## src/rtl/pc_branch_ctrl.sv

```systemverilog
// pc_branch_ctrl: control-flow front end for the program counter.
// Decodes JMP/CALL/RET ops from the fetch stage. Drives a one-cycle load
// strobe plus load value to the counter. Keeps a LIFO return-address stack
// so CALL/RET pairs nest. After every redirect, fetch is held off for
// FLUSH_CYC cycles so that stale instructions are flushed.
//
// Optional build macro STK_ERR_TRAP_EN: a stack overflow or underflow also
// redirects to TRAP_ADDR and runs the flush sequence.
//
// Ports:
//   clk, rstn             clock (rising edge), async active-low reset
//   instr_valid/ready     op handshake; ready is low while flushing
//   instr_op              00 NOP, 01 JMP, 10 CALL, 11 RET
//   instr_target          JMP/CALL destination
//   pc                    address of the presented op
//   err_clr               clears the sticky error flags
//   cnt_load, cnt_val     registered load strobe and value to the counter
//   stk_depth             number of live stack entries
//   stk_ovf, stk_unf      sticky: CALL while full / RET while empty
module pc_branch_ctrl #(
  parameter int unsigned     AW        = 5,
  parameter int unsigned     DEPTH     = 4,
  parameter int unsigned     FLUSH_CYC = 1,
  parameter logic [AW-1:0]   TRAP_ADDR = 5'd31
) (
  input  logic                     clk,
  input  logic                     rstn,
  input  logic                     instr_valid,
  output logic                     instr_ready,
  input  logic [1:0]               instr_op,
  input  logic [AW-1:0]            instr_target,
  input  logic [AW-1:0]            pc,
  input  logic                     err_clr,
  output logic                     cnt_load,
  output logic [AW-1:0]            cnt_val,
  output logic [$clog2(DEPTH):0]   stk_depth,
  output logic                     stk_ovf,
  output logic                     stk_unf
);

  localparam int unsigned PW = $clog2(DEPTH);
  localparam int unsigned DW = PW + 1;

  typedef enum logic {IDLE, FLUSH} state_t;

  state_t          state, state_nxt;
  logic [2:0]      flush_cnt, flush_nxt;
  logic [AW-1:0]   stk_mem [DEPTH];

  logic            accept;
  logic            full, empty;
  logic [PW-1:0]   push_idx, pop_idx;
  logic            do_load, push, pop, set_ovf, set_unf;
  logic [AW-1:0]   load_val;

  assign accept   = instr_valid & instr_ready;
  assign full     = (stk_depth == DW'(DEPTH));
  assign empty    = (stk_depth == '0);
  // Low bits of the depth address the memory. When the stack is full the low
  // bits wrap to 0, so subtracting 1 still selects the top entry.
  assign push_idx = stk_depth[PW-1:0];
  assign pop_idx  = stk_depth[PW-1:0] - PW'(1);

  // Op decode
  always_comb begin
    do_load  = 1'b0;
    load_val = TRAP_ADDR;
    push     = 1'b0;
    pop      = 1'b0;
    set_ovf  = 1'b0;
    set_unf  = 1'b0;
    if (accept) begin
      case (instr_op)
        2'b01: begin
          do_load  = 1'b1;
          load_val = instr_target;
        end
        2'b10: begin
          if (full) begin
            set_ovf = 1'b1;
`ifdef STK_ERR_TRAP_EN
            do_load = 1'b1;
`endif
          end else begin
            push     = 1'b1;
            do_load  = 1'b1;
            load_val = instr_target;
          end
        end
        2'b11: begin
          if (empty) begin
            set_unf = 1'b1;
`ifdef STK_ERR_TRAP_EN
            do_load = 1'b1;
`endif
          end else begin
            pop      = 1'b1;
            do_load  = 1'b1;
            load_val = stk_mem[pop_idx];
          end
        end
        default: ;
      endcase
    end
  end

  // FSM: state register
  always_ff @(posedge clk or negedge rstn) begin
    if (!rstn) begin
      state     <= IDLE;
      flush_cnt <= '0;
    end else begin
      state     <= state_nxt;
      flush_cnt <= flush_nxt;
    end
  end

  // FSM: next state
  always_comb begin
    state_nxt = state;
    flush_nxt = flush_cnt;
    case (state)
      IDLE: begin
        if (do_load && (FLUSH_CYC != 0)) begin
          state_nxt = FLUSH;
          flush_nxt = 3'(FLUSH_CYC);
        end
      end
      FLUSH: begin
        flush_nxt = flush_cnt - 3'd1;
        if (flush_cnt == 3'd1) state_nxt = IDLE;
      end
      default: state_nxt = IDLE;
    endcase
  end

  // FSM: outputs
  always_comb begin
    instr_ready = (state == IDLE);
  end

  // Registered load outputs, stack depth and sticky flags
  always_ff @(posedge clk or negedge rstn) begin
    if (!rstn) begin
      cnt_load  <= 1'b0;
      cnt_val   <= '0;
      stk_depth <= '0;
      stk_ovf   <= 1'b0;
      stk_unf   <= 1'b0;
    end else begin
      cnt_load <= do_load;
      if (do_load) cnt_val <= load_val;
      if (push)     stk_depth <= stk_depth + DW'(1);
      else if (pop) stk_depth <= stk_depth - DW'(1);
      // A new error wins over a coincident clear
      if (set_ovf)      stk_ovf <= 1'b1;
      else if (err_clr) stk_ovf <= 1'b0;
      if (set_unf)      stk_unf <= 1'b1;
      else if (err_clr) stk_unf <= 1'b0;
    end
  end

  // Stack storage has no reset; emptiness is tracked by stk_depth alone
  always_ff @(posedge clk) begin
    if (push) stk_mem[push_idx] <= pc + AW'(1);
  end

endmodule

```

## config.mk

```make
export PLATFORM = sky130hd
export DESIGN_NAME = pc_branch_ctrl
export DESIGN_NICKNAME = d
export VERILOG_FILES = /design/src/rtl/pc_branch_ctrl.sv
export SDC_FILE = /design/constraint.sdc
export NUM_CORES = 1
export LEC_CHECK = 0
export CELL_PAD_IN_SITES_DETAIL_PLACEMENT = 2
export CELL_PAD_IN_SITES_GLOBAL_PLACEMENT = 2
export CORE_ASPECT_RATIO = 0.6
export CORE_MARGIN = 3
export CORE_UTILIZATION = 38
export CTS_CLUSTER_DIAMETER = 30
export DETAILED_ROUTE_END_ITERATION = 8
export PLACE_DENSITY_LB_ADDON = 0.1
export SKIP_LAST_GASP = 1
export SLEW_MARGIN = 15
export SYNTH_ARGS = -nofsm -noshare
export SYNTH_HDL_FRONTEND = slang
export SYNTH_SLANG_ARGS = --single-unit
export TNS_END_PERCENT = 100
```

## constraint.sdc

```tcl
create_clock -name clk -period 6 [get_ports clk]
set_clock_uncertainty 0.1 [all_clocks]
set_input_delay 1.2 -clock clk [delete_from_list [all_inputs] [get_ports clk]]
set_output_delay 1.2 -clock clk [all_outputs]
set_load 0.01 [all_outputs]
```

==> results.txt <==
The flow ran to the end, and the final reports show no timing, DRC or antenna violations. The mean instance size in the synthesized netlist came out at 13.2 um^2. Cell internal power was estimated by the tool at 563 uW. In this run the tool buffered the top-level ports with 27 buffer cells. The share of power burned in the clock network is 19.1%. The launching element of the worst setup path is instr_valid.

The overall global routing resource usage is 19.0%. The complex-gate fraction of the synthesized area is 9.89%. The normalized max-slew margin came out at 44.3%. The later pin in the worst-skew pair is clocked with a latency of 0.29 ns. The diode insertion count for antenna repair is 0.

The count of fill cells added during filler insertion is 392. In the routed design, unresolved DRC markers number 0. The fraction of power spent switching nets is 36.8%. Setup violations remaining at the end of the flow were counted as 0.

The detailed-route via count came out at 1149. The worst setup path is captured at a register. Counting every instance in the synthesized netlist gives 126.

The number of antenna violations at the first check in global routing is 0. The net switching power figure came out at 327 uW. The total setup buffers inserted after CTS is 0. The first global-routing pass estimated 7370 um of wire. The post-layout instance area is 2070 um^2. The detailed-route wire length per cell came out at 21.1 um. The XOR/XNOR share of the synthesized area came out at 3.70%. The combinational share of power came out at 39.8%. The max-slew violation total from the final report came out at 0.

The worst hold slack is 0.436 ns. Across the run, the number of max-cap violations was 0. The routability congestion estimate from global placement came out at 0.769. In this run the critical register-to-register path is launched from stk_depth[0]. The depth of the CTS H-tree is 2. The mean number of vias per cell is 5.34. The slowest stage of the critical path is the sky130_fd_sc_hd__nor2b_1 cell. The synthesized netlist devotes 11.7% of its cell area to simple gates. The number of synthesized register bits came out at 35. The detail route stage leaves a number of antenna-violating nets equal to 0. The sequential power share is 41.2%. The setup path with the least slack is of type in -> reg. The library cell used most frequently in the layout, excluding fill and tap cells, is sky130_fd_sc_hd__clkdlybuf4s50_1. The clock transition time at the flip-flop clock pins of the worst setup and hold paths came out at 0.07 ns. After detailed routing, the total wire length is 4530 um. The placed instance area came out at 1980 um^2. The biggest area contributor in the post-synthesis netlist is sky130_fd_sc_hd__edfxtp_1.

The largest single stage delay on the critical path is 0.68 ns. The tree is rooted in a sky130_fd_sc_hd__clkbuf_8. For this run, the top clock speed supported by timing is 0.317 GHz.

The total number of nets in the final design came out at 181. The area of the placeable core is 3910 um^2. The layout overhead on the synthesized area is 24.6%.

The path class of the tightest hold or removal check is reg -> reg. The number of instances resized during post-cts repair came out at 0. The number of top-level pins is 28. The leakage dissipation came out at 0.000790 uW.

The number of iterations in the first detailed-routing pass is 4. The largest buffer count on any clock path is 2. After synthesis, the largest family of logic cells by area is simple AND/OR/NAND/NOR gates. The adder and majority cell fraction of the synthesized area is 6.04%. By area the synthesized netlist is led by sky130_fd_sc_hd__edfxtp_1 (36%), sky130_fd_sc_hd__dfrtp_1 (23%), sky130_fd_sc_hd__ha_1 (6.0%).

The measured slew at the worst slew-check pin is 0.834 ns. The clock period minus final worst setup slack is 3.15 ns. The height of the chip is 57.2 um.

The placed wire-length estimate after detailed placement is 3480 um. The Yosys warning count came out at 0. The worst ir drop on vdd is 246 uV. The netlist area before placement came out at 1660 um^2. The slack of the worst reg-to-reg path came out at 3.15 ns. The library cells used most frequently in the layout, excluding fill and tap cells, are sky130_fd_sc_hd__clkdlybuf4s50_1 (27), sky130_fd_sc_hd__edfxtp_1 (20), sky130_fd_sc_hd__dfrtp_1 (15). The worst-case reg-to-reg path depth is 10. The signal on the critical path passes through clkdlybuf4s50_1 > nor2b_1 > nand2_1 > nor2_1. The number of global-route vias before repair is 1335. The worst setup path is launched from a primary input. TritonCTS built the clock tree. Summed over all layers, the global routing overflow is 0.

The final clock period utilization by the worst path is 52.6%. The DRC violation total after the first TritonRoute iteration is 28. The number of endpoints with negative hold slack in the final report came to 0. The start point of the worst min-delay path is cnt_val[1]. The fraction of layout instances using a drive strength above 1 is 9.49%.

The net count after synthesis came out at 150. The number of buffers created by CTS is 5. The maximum number of pins on one net before global-route repair came out at 16. The mux cell area share after synthesis is 6.87%. The total negative slack came out at 0 ns. The sequential element share of the synthesized area came out at 58.9%.

The area enclosed by the die boundary is 5220 um^2. The floorplan has 17 rows. The capture instance of the worst register-to-register path is stk_depth[2]. The number of clock sinks seen by CTS came out at 35. The post-synthesis cell type count came out at 37. The hold-fix buffer count after cts came out at 0. The power per standard cell area is 431 nW/um^2. Of all nets on the critical path, the largest fanout is 11. The share of Yosys cell area claimed by the top area cell type is 36.2%. The die extent in x is 91.3 um.

Data arrives at the worst endpoint at 2.99 ns. The initial core utilization came out at 42.4%. The endpoint of the worst setup timing path is stk_mem[0][4]. The data required time of the critical path came out at 5.84 ns. Setup repair after global routing left no endpoint under its margin.
critical path, delay by kind of cell:
family,cells,cell delay [ns]
simple gates,3,1.31
buf+inv,1,0.48
how the worst min path moves through the flow:
| stage | end | slack (ns) | depth (start not counted) |
|---|---|---|---|
| floorplan | flush_cnt[0] | 0.38 | 1 |
| global placement | flush_cnt[0] | 0.39 | 1 |
| detailed placement | flush_cnt[0] | 0.42 | 1 |
| CTS | cnt_val[1] | 0.44 | 2 |
| global route | flush_cnt[0] | 0.46 | 1 |
| finish | cnt_val[1] | 0.44 | 2 |
logic make-up after synthesis:
| family | after synthesis |
|---|---|
| mux | 7 |
| buf+inv | 11 |
| fa+ha+maj | 8 |
| flops | 35 |
| compound gates | 24 |
| xor+xnor | 7 |
| simple gates | 34 |
cells in the mapped netlist (all sizes together):
master   count
buf          2
nand2        7
o32ai        1
nand3        3
and2         1
nor4         1
o22ai        5
a21oi        5
a311o        1
o211ai       2
ha           8
a21o         2
xnor2        5
o31ai        1
a2111oi      1
o221a        1
a21boi       1
nor3         1
nand2b       4
clkbuf       1
mux2i        2
dfrtp       15
and3         4
o21ai        1
and2b        1
nor2b        4
mux2         2
a31oi        3
edfxtp      20
nor2         8
xor2         2
mux4         3
inv          8
power groups by stage:
stage / Sequential, uW / Combinational, uW / Clock (uW)
6_report: 366 / 354 / 170
5_1_grt: 380 / 390 / 183
4_1_cts: 368 / 357 / 173
3_5_place_dp: 372 / 353 / 0
3_3_place_gp: 366 / 336 / 0
2_1_floorplan: 357 / 212 / 0
sequential cells by signal, indices dropped and copies added, names as in the netlist:
name and cells:
stk_mem 20, cnt_val 5, flush_cnt 3, stk_depth 3, cnt_load 1, state 1
stk_ovf 1, stk_unf 1
stage by stage:
stage / setup slack [ns] / std cells / total power, uW / util (%)
6_report: 2.85 / 215 / 890 / 52.8
5_1_grt: 2.72 / 215 / 953 / 52.8
4_1_cts: 2.88 / 215 / 899 / 52.8
3_3_place_gp: 2.60 / 207 / 703 / 50.6
2_1_floorplan: 3.42 / 126 / 569 / -
3_5_place_dp: 2.59 / 207 / 725 / 50.6
per-layer routing:
metal / vias to the layer above / part of all wire (%) / GRT usage [%]
met3: 10 / 4.9 / 5.01
li1: 525 / - / -
met5: - / 0 / 0
met2: 33 / 45 / 29.5
met1: 581 / 48 / 25.8
met4: 0 / 1.9 / 7.51
area by class of cell:
class	instances	area, um^2	area share (%)
clock buffers	6	72.6	3.51
clock inverters	2	12.5	0.606
inverters	8	30.0	1.45
multi-input cells	80	633	30.6
flip-flops and latches	35	976	47.2
well taps	57	71.3	3.45
repair buffers	27	270	13.1
No activity file was read; power rests on OpenSTA's default activity.
